<file path="src/rtl/pwm_pkg.sv">
// -----------------------------------------------------------------------------
// pwm_pkg
// Shared definitions for the multi-channel PWM generator: default parameter
// values, counting-mode encodings and the counter direction type.
// -----------------------------------------------------------------------------
package pwm_pkg;

  localparam int DEF_WIDTH   = 8;
  localparam int DEF_NUM_CH  = 3;
  localparam int DEF_PRESC_W = 8;

  localparam logic MODE_EDGE   = 1'b0;
  localparam logic MODE_CENTER = 1'b1;

  typedef enum logic {
    DIR_UP   = 1'b0,
    DIR_DOWN = 1'b1
  } dir_e;

endpackage

</file>
<file path="src/rtl/pwm_prescaler.sv">
// -----------------------------------------------------------------------------
// pwm_prescaler
// Divides clk into count ticks: one tick every prescale_i+1 cycles while
// enabled. The divide value is sampled live.
// Ports:
//   clk_i      system clock
//   rst_ni     synchronous reset, active-low
//   enable_i   1 = run, 0 = counter held at 0 and no ticks
//   prescale_i divide value
//   tick_o     1-cycle tick (combinational from the counter register)
// -----------------------------------------------------------------------------
module pwm_prescaler
  import pwm_pkg::*;
#(
  parameter int PRESC_W = DEF_PRESC_W
) (
  input  logic               clk_i,
  input  logic               rst_ni,
  input  logic               enable_i,
  input  logic [PRESC_W-1:0] prescale_i,
  output logic               tick_o
);

  logic [PRESC_W-1:0] presc_cnt_q, presc_cnt_d;

  always_comb begin
    tick_o      = enable_i && (presc_cnt_q == prescale_i);
    presc_cnt_d = presc_cnt_q + 1'b1;
    if (!enable_i || tick_o) begin
      presc_cnt_d = '0;
    end
  end

  always_ff @(posedge clk_i) begin
    if (!rst_ni) begin
      presc_cnt_q <= '0;
    end else begin
      presc_cnt_q <= presc_cnt_d;
    end
  end

endmodule

</file>
<file path="src/rtl/pwm_multi.sv">
// -----------------------------------------------------------------------------
// pwm_multi
// Multi-channel PWM generator. One shared period counter (edge- or
// center-aligned, prescaled) feeds NUM_CH comparators. Period, mode and duty
// levels are double-buffered: update captures them into pending registers,
// and they are copied into the active (shadow) set only when the counter
// returns to 0, or immediately while disabled.
// Ports:
//   clk, reset (sync, active-low), enable
//   prescale       tick every prescale+1 cycles
//   period         pending counter top value
//   center_mode    pending mode (0 edge, 1 center)
//   level          pending duty levels, channel i = level[i*WIDTH +: WIDTH]
//   update         strobe capturing period/center_mode/level
//   invert         live per-channel output polarity
//   out            registered PWM outputs
//   period_start   registered pulse on the cycle the counter shows 0 at a boundary
//   update_pending captured values waiting for the next boundary
// -----------------------------------------------------------------------------
module pwm_multi
  import pwm_pkg::*;
#(
  parameter int WIDTH   = DEF_WIDTH,
  parameter int NUM_CH  = DEF_NUM_CH,
  parameter int PRESC_W = DEF_PRESC_W
) (
  input  logic                    clk,
  input  logic                    reset,
  input  logic                    enable,
  input  logic [PRESC_W-1:0]      prescale,
  input  logic [WIDTH-1:0]        period,
  input  logic                    center_mode,
  input  logic [NUM_CH*WIDTH-1:0] level,
  input  logic                    update,
  input  logic [NUM_CH-1:0]       invert,
  output logic [NUM_CH-1:0]       out,
  output logic                    period_start,
  output logic                    update_pending
);

  logic tick;

  logic [WIDTH-1:0]        cnt_q, cnt_d;
  dir_e                    dir_q, dir_d;
  logic [WIDTH-1:0]        shadow_period_q, shadow_period_d;
  logic                    shadow_mode_q, shadow_mode_d;
  logic [NUM_CH*WIDTH-1:0] shadow_level_q, shadow_level_d;
  logic [WIDTH-1:0]        pend_period_q, pend_period_d;
  logic                    pend_mode_q, pend_mode_d;
  logic [NUM_CH*WIDTH-1:0] pend_level_q, pend_level_d;
  logic                    pend_valid_q, pend_valid_d;
  logic [NUM_CH-1:0]       out_q, out_d;
  logic                    period_start_q, period_start_d;
  logic                    boundary;
  logic                    shadow_load;
  logic [NUM_CH-1:0]       cmp;

  pwm_prescaler #(
    .PRESC_W (PRESC_W)
  ) u_prescaler (
    .clk_i      (clk),
    .rst_ni     (reset),
    .enable_i   (enable),
    .prescale_i (prescale),
    .tick_o     (tick)
  );

  // Counter and direction next state.
  always_comb begin
    cnt_d = cnt_q;
    dir_d = dir_q;
    if (!enable) begin
      cnt_d = '0;
      dir_d = DIR_UP;
    end else if (tick) begin
      if (shadow_mode_q == MODE_EDGE) begin
        cnt_d = (cnt_q >= shadow_period_q) ? '0 : cnt_q + 1'b1;
      end else if (shadow_period_q == '0) begin
        cnt_d = '0;
      end else if (dir_q == DIR_UP) begin
        // Turn around at the top: the top value is shown for one tick only.
        if (cnt_q >= shadow_period_q) begin
          cnt_d = cnt_q - 1'b1;
          dir_d = DIR_DOWN;
        end else begin
          cnt_d = cnt_q + 1'b1;
        end
      end else begin
        cnt_d = cnt_q - 1'b1;
      end
    end
    boundary = tick && (cnt_d == '0);
    if (boundary) begin
      dir_d = DIR_UP;
    end
  end

  // Double-buffered configuration. A strobe coinciding with a load goes
  // straight to the shadow set so it is never delayed by a whole period.
  always_comb begin
    shadow_load     = boundary || !enable;
    shadow_period_d = shadow_period_q;
    shadow_mode_d   = shadow_mode_q;
    shadow_level_d  = shadow_level_q;
    pend_period_d   = pend_period_q;
    pend_mode_d     = pend_mode_q;
    pend_level_d    = pend_level_q;
    pend_valid_d    = pend_valid_q;
    if (update) begin
      pend_period_d = period;
      pend_mode_d   = center_mode;
      pend_level_d  = level;
    end
    if (shadow_load) begin
      if (update) begin
        shadow_period_d = period;
        shadow_mode_d   = center_mode;
        shadow_level_d  = level;
      end else if (pend_valid_q) begin
        shadow_period_d = pend_period_q;
        shadow_mode_d   = pend_mode_q;
        shadow_level_d  = pend_level_q;
      end
      pend_valid_d = 1'b0;
    end else if (update) begin
      pend_valid_d = 1'b1;
    end
  end

  generate
    for (genvar gi = 0; gi < NUM_CH; gi++) begin : g_ch
      assign cmp[gi] = cnt_q < shadow_level_q[gi*WIDTH +: WIDTH];
    end
  endgenerate

  // Idle level while disabled is the inverted-low output, i.e. invert itself.
  assign out_d          = enable ? (cmp ^ invert) : invert;
  assign period_start_d = boundary;

  always_ff @(posedge clk) begin
    if (!reset) begin
      cnt_q           <= '0;
      dir_q           <= DIR_UP;
      shadow_period_q <= '1;
      shadow_mode_q   <= MODE_EDGE;
      shadow_level_q  <= '0;
      pend_period_q   <= '1;
      pend_mode_q     <= MODE_EDGE;
      pend_level_q    <= '0;
      pend_valid_q    <= 1'b0;
      out_q           <= '0;
      period_start_q  <= 1'b0;
    end else begin
      cnt_q           <= cnt_d;
      dir_q           <= dir_d;
      shadow_period_q <= shadow_period_d;
      shadow_mode_q   <= shadow_mode_d;
      shadow_level_q  <= shadow_level_d;
      pend_period_q   <= pend_period_d;
      pend_mode_q     <= pend_mode_d;
      pend_level_q    <= pend_level_d;
      pend_valid_q    <= pend_valid_d;
      out_q           <= out_d;
      period_start_q  <= period_start_d;
    end
  end

  assign out            = out_q;
  assign period_start   = period_start_q;
  assign update_pending = pend_valid_q;

endmodule

</file>
<file path="config.mk">
export PLATFORM = sky130hd
export DESIGN_NAME = pwm_multi
export DESIGN_NICKNAME = d
export VERILOG_FILES = /design/src/rtl/pwm_pkg.sv /design/src/rtl/pwm_prescaler.sv /design/src/rtl/pwm_multi.sv
export SDC_FILE = /design/constraint.sdc
export NUM_CORES = 1
export LEC_CHECK = 0
export CAP_MARGIN = 20
export CORE_UTILIZATION = 56
export CTS_CLUSTER_SIZE = 30
export DETAILED_ROUTE_END_ITERATION = 10
export MAX_ROUTING_LAYER = met4
export PLACE_DENSITY = 0.82
export SKIP_CTS_REPAIR_TIMING = 1
export SLEW_MARGIN = 20
export SYNTH_ARGS = -nofsm -noshare
export SYNTH_HDL_FRONTEND = slang
export SYNTH_SLANG_ARGS = --single-unit
</file>
<file path="constraint.sdc">
create_clock -name clk -period 6.03 [get_ports clk]
set_clock_uncertainty 0.2 [all_clocks]
set_input_delay 1.206 -clock clk [delete_from_list [all_inputs] [get_ports clk]]
set_output_delay 1.206 -clock clk [all_outputs]
set_load 0.03 [all_outputs]
</file>
== Yosys cells after proc, flatten, opt, wreduce, memory -nomap -nowiden ==
Index checks and enable logic that the tools add are counted.
Cells by class
  muxes and demuxes: 16
  eq/ne operators: 1
  add/sub/neg operators: 3
  bitwise operators: 4
  reductions and logical operators: 13
  order comparisons: 4
Operators by type and width (count)
  8-bit two-way mux: 9
  24-bit two-way mux: 2
  8-bit less-than comparator: 3
  8-bit by 1-bit adder with 8-bit output, second input constant: 2
  8-bit logical NOT: 2
  8-bit equality test: 1
  8-bit >= comparator: 1
  8-bit by 1-bit subtractor with 8-bit output, second input constant: 1
  1-bit two-way mux: 4
  2-bit OR reduction: 2
  3-bit two-way mux: 1
  1-bit inverter: 3
  3-bit AND reduction: 1
  3-bit OR reduction: 1
  3-bit XOR: 1
  1-bit logical AND: 2
  1-bit logical OR: 2
  2-bit AND reduction: 1
  2-bit nonzero test: 1
  1-bit logical NOT: 1
Word-level totals
  word-level logic and storage cells: 53
  register bits after elaboration: 88
  bits of input ports: 48

== Logic depth before layout (Yosys ltp) ==
Gate-level depths: netlist of the first run.
  depth after elaboration: 11
  depth in mapped cells: 13
  gate-level depth less buffers: 11

== Cells and area by module ==
Synthesis of the first run repeated with hierarchy kept, for this count alone.
Second synthesis, totals
  cell total of the unflattened synthesis: 560
  area, all modules: 5044.8 µm²
Modules (own cells, without submodules)
  pwm_multi: times used 1, sequential area each 1601.5 µm², area each 4574.4 µm², cells an instance 514
  pwm_prescaler: times used 1, sequential area each 160.2 µm², area each 470.5 µm², cells an instance 46

== Worst setup path before layout of the first run ==
Ideal clock, no wire load.
  path kind: in2reg
  start: input prescale[5]
  end: register shadow_level_q[0]
  data required time: 5769 ps
  library setup time: 61 ps
  stages: 9
  arrival time: 3423 ps
  path buffers: 1
  setup slack: 2347 ps
  cell sequence: xor2_1 -> nor4_2 -> nand3_2 -> or4_1 -> a22oi_2 -> nor2_1 -> o221ai_4 -> buf_2 -> a32o_1
On the way
  cells in the longest elaborated chain, start to end: 8
RTL lines
  start: declaration: RTL line pwm_multi.sv:30  | input logic [PRESC_W-1:0] prescale,
  8-bit equality test *: RTL line pwm_prescaler.sv:27  | tick_o = enable_i && (presc_cnt_q == prescale_i);
  1-bit logical AND *: RTL line pwm_prescaler.sv:27
  8-bit two-way mux: RTL line pwm_multi.sv:75  | end else if (tick) begin
  8-bit two-way mux: RTL line pwm_multi.sv:72  | if (!enable) begin
  8-bit logical NOT: RTL line pwm_multi.sv:92  | boundary = tick && (cnt_d == '0);
  1-bit logical AND *: RTL line pwm_multi.sv:92
  1-bit logical OR *: RTL line pwm_multi.sv:101  | shadow_load = boundary || !enable;
  2-bit AND reduction (no line) *
  end signal: assignment: RTL line pwm_multi.sv:158  | shadow_level_q <= shadow_level_d;
  end: declaration: RTL line pwm_multi.sv:47  | logic [NUM_CH*WIDTH-1:0] shadow_level_q, shadow_level_d;
Mark *: on every way between the ends. The rest lies on a longest branch, timed or not.
A chain may end at the register's enable or synchronous reset.

== Worst setup path after layout of the first run ==
  start: input prescale[5]
  end: register shadow_period_q[5]
On the way
  cells in the longest elaborated chain, start to end: 8
RTL lines
  8-bit equality test *: RTL line pwm_prescaler.sv:27
  1-bit logical AND *: RTL line pwm_prescaler.sv:27
  8-bit two-way mux: RTL line pwm_multi.sv:75
  8-bit two-way mux: RTL line pwm_multi.sv:72
  8-bit logical NOT: RTL line pwm_multi.sv:92
  1-bit logical AND *: RTL line pwm_multi.sv:92
  1-bit logical OR *: RTL line pwm_multi.sv:101
  2-bit AND reduction (no line) *
  end signal: assignment: RTL line pwm_multi.sv:156  | shadow_period_q <= shadow_period_d;
  end: declaration: RTL line pwm_multi.sv:45  | logic [WIDTH-1:0] shadow_period_q, shadow_period_d;
Marks and branches as above.

==> metrics.csv, run 1 <==
stage,metric,value,unit
finish,area_delta_synth_final,14.8,%
critical_path,max_stage_delay,0.83,ns
sta,setup_viol,0,
drt,postRouteAntennaNets,0,
finish,drive_above_1_share,7.07,%
finish,n_fill_cell,649,
die,fp.dieH,92.7,µm
die,io_pins,53,
critical_path,path_cells,"clkdlybuf4s50_1, xor2_1, nor4_2, nand3_2, or4_1, a22oi_2, nor2_1, o221ai_4, a22oi_1",
critical_path,critPathRequiredTime,6.03,ns
place,place_hpwl,6750,µm
grt,grt_max_degree,50,
min_path,min_delay_path_depth,1,
synth,avgSynthCellArea,9.59,µm²
finish,diodes,0,
place,place.gp.congestion,0.895,
grt,grt_pass1_vias,3662,
grt,antenna_found_initial,0,
sta,relSlewSlack,33.1,%
sta,finalCritPeriodShare,75.1,%
place,dpl.cell_count,609,
synth,ys_warn_count,0,
place,port_buffers,52,
critical_path,crit_type,in2reg,
synth,synth_area,0.00460,mm²
drt,drt_wl_total,9710,µm
synth,ys.flop_type,dfxtp_1,
finish,layout_commonest_cell,dfxtp_1,
synth,syn-instance-count,480,
sta,fmax,0.221,GHz
drt,drt_iter0_markers,223,
place,postPlaceCellArea,0.00505,mm²
power,peakVddDrop,0.152,mV
min_path,worst_hold_path_type,reg2reg,
sta,worst_slew_pin_slew,1.00,ns
die,core-area,0.00785,mm²
synth,yosys.cell_types.count,53,
critical_path,timing.rr.start,cnt_q[7],
clocking,cts_tree,yes,
min_path,hold_path_end,shadow_level_q[19],
power,powerDensity,235,mW/mm²
critical_path,worstPathArrival,4.53,ns
die,initial_utilization,58.6,%
synth,synth_edf_count,0,
sta,period_minus_slack,4.53,ns
die,num_rows,32,
critical_path,r2r_slack,1.87,ns
die,die_w,92.7,µm
drt,drt_drc_violations_left,0,
power,power.leakage,0.00219,µW
clocking,clk_pin_slew,0.09,ns
grt,grt_pass1_wl,16800,µm
synth,synthArstFlopShare,0,%
finish,fin_cells,625,
drt,dr_total_vias,3596,
run_status,status,completed,
drt,drtPass1Iterations,5,
run,cap_violations,0,
min_path,hold_start,shadow_level_q[19],
drt,avgRoutedWirePerCell,15.5,µm
critical_path,cp_top_family,simple AND/OR/NAND/NOR gates,
clocking,clk_path_buf_depth,2,
sta,rsz0062_at_grt,no,
die,design.die.area,0.00858,mm²
place,dpl_worst_slack,1.11,ns
critical_path,r2r_cells,10,
critical_path,end_kind,flip-flop,
synth,syn_nets,560,
grt,grt_use_total,25.5,%
finish,nets,598,
drt,drt-vias-per-instance,5.75,
clocking,numClockSinks,88,
synth,seq_area_frac_synth,38.3,%
critical_path,startpoint_type,input pin,
clocking,clock_latency,0.36,ns
finish,final_cell_mix,"88 x dfxtp_1, 51 x clkdlybuf4s50_1, 34 x nor2_1",
finish,final_cell_area,0.00529,mm²
critical_path,critical_path.max_fanout,33,
sta,fin_setup_tns,0,ns
grt,grt_overflow,0,
critical_path,r2r_end,shadow_level_q[9],
sta,hold_violations,0,
critical_path,path_buf_inv,1,
clocking,cts_made_buffers,9,
critical_path,cp_slowest_cell,o221ai_4,
sta,whs,0.271,ns
sta,slew_violations,0,
synth,ys_ff_latch,88,
clocking,cts_htree_levels,3,
clocking,cts_root_buffer,clkbuf_8,
sta,finalWorstSetupSlack,1.50,ns
-- state kept, by name, summed over array words and instances (netlist names) --
register and flops:
shadow_mode_q 1, dir_q 1, pend_mode_q 1, shadow_level_q 24, update_pending 1, period_start 1
u_prescaler.presc_cnt_q 8, pend_period_q 8, pend_level_q 24, shadow_period_q 8, out 3, cnt_q 8
-- kinds of logic (layout without fill, tap and decap cells) --
| logic type | Yosys count | after routing | synth area share, % |
|---|---|---|---|
| simple gates | 154 | 154 | 18.5 |
| compound gates | 91 | 91 | 15.9 |
| mux | 33 | 33 | 7.18 |
| buf+inv | 58 | 101 | 6.93 |
| xor+xnor | 24 | 24 | 4.57 |
| fa+ha+maj | 32 | 32 | 8.70 |
| flops | 88 | 88 | 38.3 |
-- area by class of cell --
| class | count | area, µm² | area share, % |
|---|---|---|---|
| flip-flops and latches | 88 | 1760 | 33.3 |
| well taps | 102 | 128 | 2.41 |
| inverters | 32 | 120 | 2.27 |
| clock buffers | 12 | 155 | 2.94 |
| multi-input cells | 334 | 2520 | 47.7 |
| repair buffers | 53 | 523 | 9.90 |
| clock inverters | 4 | 76.3 | 1.44 |
-- worst register-to-register path, stage by stage, from the launching register on --
cell,delay (ns)
dfxtp_1,0.63
ha_1,0.36
a21oi_1,0.21
nand2_1,0.14
nor4b_2,0.38
nor3_1,0.16
o221ai_1,0.24
o21ai_0,0.18
or4_4,0.59
o21ai_4,0.70
a32o_1,0.30
-- synthesized netlist by cell type (2+ instances only) --
cell / count / area (µm²)
clkbuf_8: 4 / 55.1
and2_1: 6 / 37.5
o211ai_1: 3 / 22.5
nand3_1: 15 / 75.1
or2_2: 5 / 31.3
a21oi_1: 18 / 90.1
nand2_1: 22 / 82.6
nor3_1: 10 / 50.1
xnor2_1: 10 / 87.6
nor2b_1: 30 / 188
a32o_1: 26 / 260
or4_4: 3 / 33.8
mux2i_1: 33 / 330
buf_6: 5 / 56.3
a21o_1: 6 / 45.0
nor2_1: 34 / 128
o21a_1: 2 / 15.0
a21boi_0: 3 / 22.5
buf_2: 2 / 10.0
a22oi_1: 10 / 75.1
dfxtp_1: 88 / 1760
and2b_2: 2 / 17.5
nor4_2: 3 / 37.5
inv_1: 32 / 120
nand3_2: 2 / 20.0
o21ai_0: 7 / 35.0
clkbuf_1: 11 / 41.3
and3_1: 7 / 43.8
ha_1: 32 / 400
nand2b_1: 8 / 50.1
xor2_1: 14 / 123
o221ai_1: 2 / 17.5
o31ai_1: 2 / 15.0
nand4_1: 2 / 12.5
a32oi_1: 2 / 17.5
buf_4: 2 / 15.0
-- power breakdown --
part           internal (µW)  total [µW]  switching, µW
sequential               608         620           11.2
combinational           78.6         153           74.6
clock                    257         468            211
-- how the worst max path moves through the flow --
stage	startpoint	to	slack (ns)	cells after the start
2_1_floorplan	prescale[5]	shadow_level_q[0]	2.35	9
3_3_place_gp	prescale[5]	shadow_period_q[0]	1.25	9
3_5_place_dp	prescale[5]	shadow_period_q[5]	1.11	9
4_1_cts	prescale[5]	shadow_period_q[5]	1.49	9
5_1_grt	prescale[5]	shadow_period_q[0]	1.22	9
6_report	prescale[5]	shadow_period_q[5]	1.50	9
-- metal layers --
metal | part of all wire (%) | global-route usage, % | vias to the layer above
met4 | 2.5 | 10.5 | 0
met2 | 48 | 43.8 | 116
met5 | 0 | - | -
li1 | - | - | 1779
met3 | 4.3 | 3.69 | 26
met1 | 45 | 30.0 | 1675
-- per-stage QoR --
| step | total power (µW) | util [%] |
|---|---|---|
| 6_report | 1240 | 67.3 |
| 5_1_grt | 1290 | 67.3 |
| 4_1_cts | 1250 | 67.3 |
| 3_5_place_dp | 787 | 64.4 |
| 3_3_place_gp | 780 | 64.4 |
| 2_1_floorplan | 734 | - |
Power figures use the tool's default switching activity.
==> run 2: changes to the inputs <==
==> constraint.sdc (replaced) <==
create_clock -name clk -period 4.4 [get_ports clk]
set_clock_uncertainty 0.2 [all_clocks]
set_input_delay 0.88 -clock clk [delete_from_list [all_inputs] [get_ports clk]]
set_output_delay 0.88 -clock clk [all_outputs]
set_load 0.03 [all_outputs]
==> run 2 against run 1 <==
Worst setup slack got worse by 0.95 ns. Final cell count increased by 1.9%. Sequential share of layout area fell by 0.73 points. Core utilization up 1.5 points. Via count up 4.1%. Total power is 39% higher. Routed wire length up 4.3%. Register-to-register slack worse by 1.3 ns. First-iteration DRC count down 16%. Clock-buffer cell count decreased by 2.
==> metrics.csv, run 2 (synthesized netlist as in run 1, its figures left out) <==
stage,metric,value,unit,change
critical_path,timing.rr.start,cnt_q[6],,
finish,area_delta_synth_final,17.4,%,
clocking,cts_htree_levels,3,,unchanged
critical_path,cp_slowest_cell,dfxtp_1,,
finish,drive_above_1_share,9.35,%,+2.3 points
critical_path,path_cells,"ha_1, nand3_1, nand2_1, nor4b_2, nor2_1, a22oi_1, o21ai_0, or4_4, o21ai_4, buf_4, a32o_1",,
sta,relSlewSlack,54.5,%,+21 points
sta,slew_violations,0,,unchanged
finish,final_util,68.9,%,+1.5 points
power,peakVddDrop,0.214,mV,+41%
critical_path,cp_top_family,simple AND/OR/NAND/NOR gates,,
critical_path,path_buf_inv,1,,unchanged
die,core-area,0.00785,mm²,unchanged
critical_path,crit_type,reg2reg,,
run,cap_violations,0,,unchanged
grt,antenna_found_initial,0,,unchanged
die,num_rows,32,,unchanged
grt,grt_max_degree,35,,-30%
finish,n_fill_cell,617,,-4.9%
drt,avgRoutedWirePerCell,15.9,µm,+2.3%
critical_path,startpoint_type,flip-flop,,
clocking,numClockSinks,88,,unchanged
place,port_buffers,52,,unchanged
die,die_w,92.7,µm,unchanged
finish,final_cell_area,0.00540,mm²,+2.2%
sta,setup_viol,0,,unchanged
min_path,worst_hold_path_type,reg2reg,,
clocking,cts_tree,yes,,
clocking,clock_latency,0.37,ns,about the same
sta,period_minus_slack,3.85,ns,
drt,drtPass1Iterations,5,,unchanged
sta,worst_slew_pin_slew,0.681,ns,-0.323 ns
critical_path,critical_path.max_fanout,12,,-64%
finish,top_regs,"pend_level_q x24, shadow_level_q x24",,
clocking,clk_pin_slew,0.10,ns,about the same
clocking,cts_root_buffer,clkbuf_8,,
finish,layout_commonest_cell,dfxtp_1,,
die,design.die.area,0.00858,mm²,unchanged
drt,drt_wl_total,10100,µm,+4.3%
sta,hold_violations,0,,unchanged
sta,whs,0.276,ns,+0.00473 ns
critical_path,worstPathArrival,3.96,ns,-0.57 ns
clocking,cts_made_buffers,9,,unchanged
sta,fin_setup_tns,0,ns,unchanged
grt,grt_overflow,0,,unchanged
place,dpl_worst_slack,0.352,ns,-0.755 ns
place,postPlaceCellArea,0.00517,mm²,+2.3%
finish,nets,610,,+2.0%
drt,drt_iter0_markers,188,,-16%
place,place.gp.congestion,0.928,,+3.7%
drt,postRouteAntennaNets,0,,unchanged
die,fp.dieH,92.7,µm,unchanged
die,initial_utilization,58.6,%,unchanged
grt,grt_pass1_vias,3768,,+2.9%
critical_path,max_stage_delay,0.68,ns,-0.15 ns
sta,fmax,0.260,GHz,
drt,drt-vias-per-instance,5.87,,+2.1%
sta,finalWorstSetupSlack,0.549,ns,-0.951 ns
power,power.leakage,0.00227,µW,+3.5%
finish,final_cell_mix,"88 x dfxtp_1, 51 x clkdlybuf4s50_1, 34 x nor2_1",,
drt,drt_drc_violations_left,0,,unchanged
grt,grt_pass1_wl,17300,µm,+2.6%
critical_path,critPathRequiredTime,4.51,ns,-1.52 ns
sta,finalCritPeriodShare,87.5,%,
place,place_hpwl,7220,µm,+6.9%
sta,rsz0062_at_grt,no,,
critical_path,startpoint,cnt_q[6],,
die,io_pins,53,,unchanged
clocking,clk_path_buf_depth,2,,unchanged
critical_path,end_kind,flip-flop,,
power,powerDensity,319,mW/mm²,+36%
drt,dr_total_vias,3742,,+4.1%
min_path,hold_start,shadow_level_q[1],,
run_status,status,completed,,
grt,grt_use_total,26.2,%,+0.67 points
finish,diodes,0,,unchanged
[run 2: cell types whose count changed in the layout (fill, tap and decap cells not counted), sizes merged]
cell	change
clkinvlp	-1
buf	+12
inv	+3
clkbuf	-2
[run 2: cell type report]
class / instances / area, µm² / area share (%)
multi-input combinational: 334 / 2520 / 46.7
sequential: 88 / 1760 / 32.6
timing repair buffer: 65 / 638 / 11.8
clock buffer: 10 / 138 / 2.55
tap: 102 / 128 / 2.36
inverter: 32 / 120 / 2.22
clock inverter: 6 / 97.6 / 1.81
[run 2: final timing paths]
kind                                            to  slack (ns)  depth (start not counted)
worst max register to register  shadow_level_q[14]        0.55                         11
worst max-delay path            shadow_level_q[14]        0.55                         11
worst min-delay path             shadow_level_q[1]        0.28                          1
worst min register to register   shadow_level_q[1]        0.28                          1
[run 2: power breakdown]
group,internal [µW],total (µW),switching [µW]
Clock,344,653,309
Combinational,114,219,105
Sequential,834,850,15.7
Total,1290,1720,430
[run 2: layer usage]
metal / GRT usage [%] / vias up / share of wire (%)
li1: - / 1795 / -
met1: 30.6 / 1768 / 43
met2: 43.3 / 133 / 48
met3: 4.68 / 46 / 5.7
met4: 13.2 / 0 / 3.7
met5: - / - / 0
[run 2: per-stage QoR]
| step | instances | total power [µW] |
|---|---|---|
| floorplan | 480 | 1010 |
| global placement | 621 | 1080 |
| detailed placement | 621 | 1090 |
| CTS | 637 | 1730 |
| global route | 637 | 1780 |
| finish | 637 | 1720 |
==> run 3: changes to the inputs <==
--- a/config.mk
+++ b/config.mk
@@ -10,7 +10,7 @@
 export CTS_CLUSTER_SIZE = 30
 export DETAILED_ROUTE_END_ITERATION = 10
 export MAX_ROUTING_LAYER = met4
-export PLACE_DENSITY = 0.82
+export PLACE_DENSITY = 0.84
 export SKIP_CTS_REPAIR_TIMING = 1
 export SLEW_MARGIN = 20
 export SYNTH_ARGS = -nofsm -noshare
==> run 3 against run 2 <==
Critical path depth decreased by 1. First-iteration DRC count decreased by 23%. Hold slack got worse by 0.0019 ns. Clock power decreased by 11%. Cell area decreased by 1.2%. Worst setup slack improved by 0.15 ns. Global-route usage decreased by 0.12 points. Register-to-register slack improved by 0.15 ns. Maximum frequency increased by 4.2%. Total power decreased by 4.3%. Non-clock buffer count decreased by 4.
==> metrics.csv, run 3 (synthesized netlist as in run 1, its figures left out) <==
stage,metric,value,unit,change
run_status,status,completed,,
die,io_pins,53,,unchanged
die,die_w,92.7,µm,unchanged
clocking,clk_path_buf_depth,2,,unchanged
sta,rsz0062_at_grt,no,,
sta,slew_violations,0,,unchanged
clocking,cts_made_buffers,9,,unchanged
grt,antenna_found_initial,0,,unchanged
finish,final_cell_area,0.00534,mm²,-1.2%
finish,nets,606,,-0.66%
critical_path,critical_path.max_fanout,33,,+21
die,design.die.area,0.00858,mm²,unchanged
grt,grt_pass1_vias,3645,,-3.3%
clocking,numClockSinks,88,,unchanged
min_path,worst_hold_path_type,reg2reg,,
critical_path,startpoint,cnt_q[4],,
drt,drt_drc_violations_left,0,,unchanged
critical_path,r2r_end,shadow_level_q[7],,
sta,hold_violations,0,,unchanged
power,power.leakage,0.00222,µW,-1.9%
clocking,clk_pin_slew,0.09,ns,about the same
grt,grt_max_degree,44,,+26%
sta,fin_setup_tns,0,ns,unchanged
place,postPlaceCellArea,0.00514,mm²,-0.58%
place,place.gp.congestion,0.924,,-0.41%
finish,drive_above_1_share,8.66,%,-0.68 points
sta,whs,0.274,ns,-0.00189 ns
finish,layout_commonest_cell,dfxtp_1,,
critical_path,critPathRequiredTime,4.51,ns,about the same
power,peakVddDrop,0.180,mV,-16%
die,core-area,0.00785,mm²,unchanged
critical_path,crit_end,shadow_level_q[7],,
critical_path,r2r_cells,10,,-1
sta,fmax,0.270,GHz,+4.2%
grt,grt_overflow,0,,unchanged
sta,finalWorstSetupSlack,0.703,ns,+0.154 ns
finish,top_regs,"pend_level_q x24, shadow_level_q x24",,
sta,setup_viol,0,,unchanged
die,num_rows,32,,unchanged
critical_path,end_kind,flip-flop,,
finish,diodes,0,,unchanged
sta,finalCritPeriodShare,84.0,%,-3.5 points
critical_path,worstPathArrival,3.80,ns,-0.16 ns
finish,area_delta_synth_final,16.1,%,
drt,avgRoutedWirePerCell,15.9,µm,+0.20%
sta,relSlewSlack,50.5,%,-3.9 points
finish,final_cell_mix,"88 x dfxtp_1, 51 x clkdlybuf4s50_1, 34 x nor2_1",,
min_path,min_delay_path_depth,1,,unchanged
critical_path,r2r_slack,0.70,ns,+0.15 ns
critical_path,crit_type,reg2reg,,
clocking,clock_latency,0.36,ns,about the same
die,initial_utilization,58.6,%,unchanged
drt,drt-vias-per-instance,5.82,,-0.85%
run,cap_violations,0,,unchanged
drt,drt_iter0_markers,145,,-23%
grt,grt_pass1_wl,17200,µm,-0.20%
drt,dr_total_vias,3687,,-1.5%
clocking,cts_htree_levels,3,,unchanged
place,dpl_worst_slack,0.482,ns,+0.130 ns
drt,postRouteAntennaNets,0,,unchanged
place,place_hpwl,7250,µm,+0.44%
power,powerDensity,309,mW/mm²,-3.2%
clocking,cts_root_buffer,clkbuf_8,,
critical_path,startpoint_type,flip-flop,,
drt,drtPass1Iterations,6,,+1
die,fp.dieH,92.7,µm,unchanged
clocking,cts_tree,yes,,
sta,period_minus_slack,3.70,ns,-0.154 ns
drt,drt_wl_total,10100,µm,-0.42%
grt,grt_use_total,26.1,%,-0.12 points
sta,worst_slew_pin_slew,0.739,ns,+0.0584 ns
place,port_buffers,52,,unchanged
critical_path,timing.rr.start,cnt_q[4],,
[run 3: cell count changes in the layout (fill, tap and decap cells not counted), sizes merged]
cell	delta
clkinv	+1
buf	-4
clkinvlp	+2
inv	-1
bufinv	-1
clkbuf	-1
[run 3: power by group]
part / leakage (µW) / switching [µW] / internal, µW
Combinational: 0.00140 / 106 / 113
Sequential: 0.000721 / 15.8 / 834
Clock: 0.0000977 / 311 / 268
[run 3: worst min path at each step]
stage / startpoint / to / slack [ns]
6_report: shadow_level_q[9] / shadow_level_q[9] / 0.27
4_1_cts: shadow_level_q[9] / shadow_level_q[9] / 0.28
5_1_grt: shadow_level_q[5] / shadow_level_q[5] / 0.29
2_1_floorplan: u_prescaler.presc_cnt_q[0] / u_prescaler.presc_cnt_q[0] / 0.24
3_3_place_gp: shadow_level_q[13] / shadow_level_q[13] / 0.25
3_5_place_dp: shadow_level_q[9] / shadow_level_q[9] / 0.26
[run 3: routing by layer]
metal	vias to the layer above	share of wire [%]	GRT usage [%]	wire length [µm]
li1	1797	-	-	-
met1	1769	45	31.6	4560
met2	92	49	43.4	4890
met3	29	3.6	4.60	365
met4	0	2.6	9.74	259
met5	-	0	-	0
[run 3: layout make-up]
class	instances	area, µm²
clock buffers	9	124
clock inverters	7	78.8
fillers	633	2510
inverters	32	120
multi-input cells	334	2520
flip-flops and latches	88	1760
well taps	102	128
repair buffers	61	608
[run 3: worst max-delay path: stages, from the launching register on]
cell and delay [ns]:
dfxtp_1 0.75, ha_1 0.38, or3_1 0.35, o22ai_1 0.23, nor3_1 0.14, o221ai_1 0.24, o21ai_0 0.19, or4_4 0.59
o21ai_4 0.16, buf_12 0.20, a32o_1 0.19
[run 3: through the flow]
| stage | instances | total power (µW) | util [%] |
|---|---|---|---|
| after floorplan | 480 | 1010 | - |
| after global placement | 617 | 1080 | 65.5 |
| after detailed placement | 617 | 1090 | 65.5 |
| after CTS | 633 | 1660 | 68.1 |
| after global routing | 633 | 1710 | 68.1 |
| final | 633 | 1650 | 68.1 |
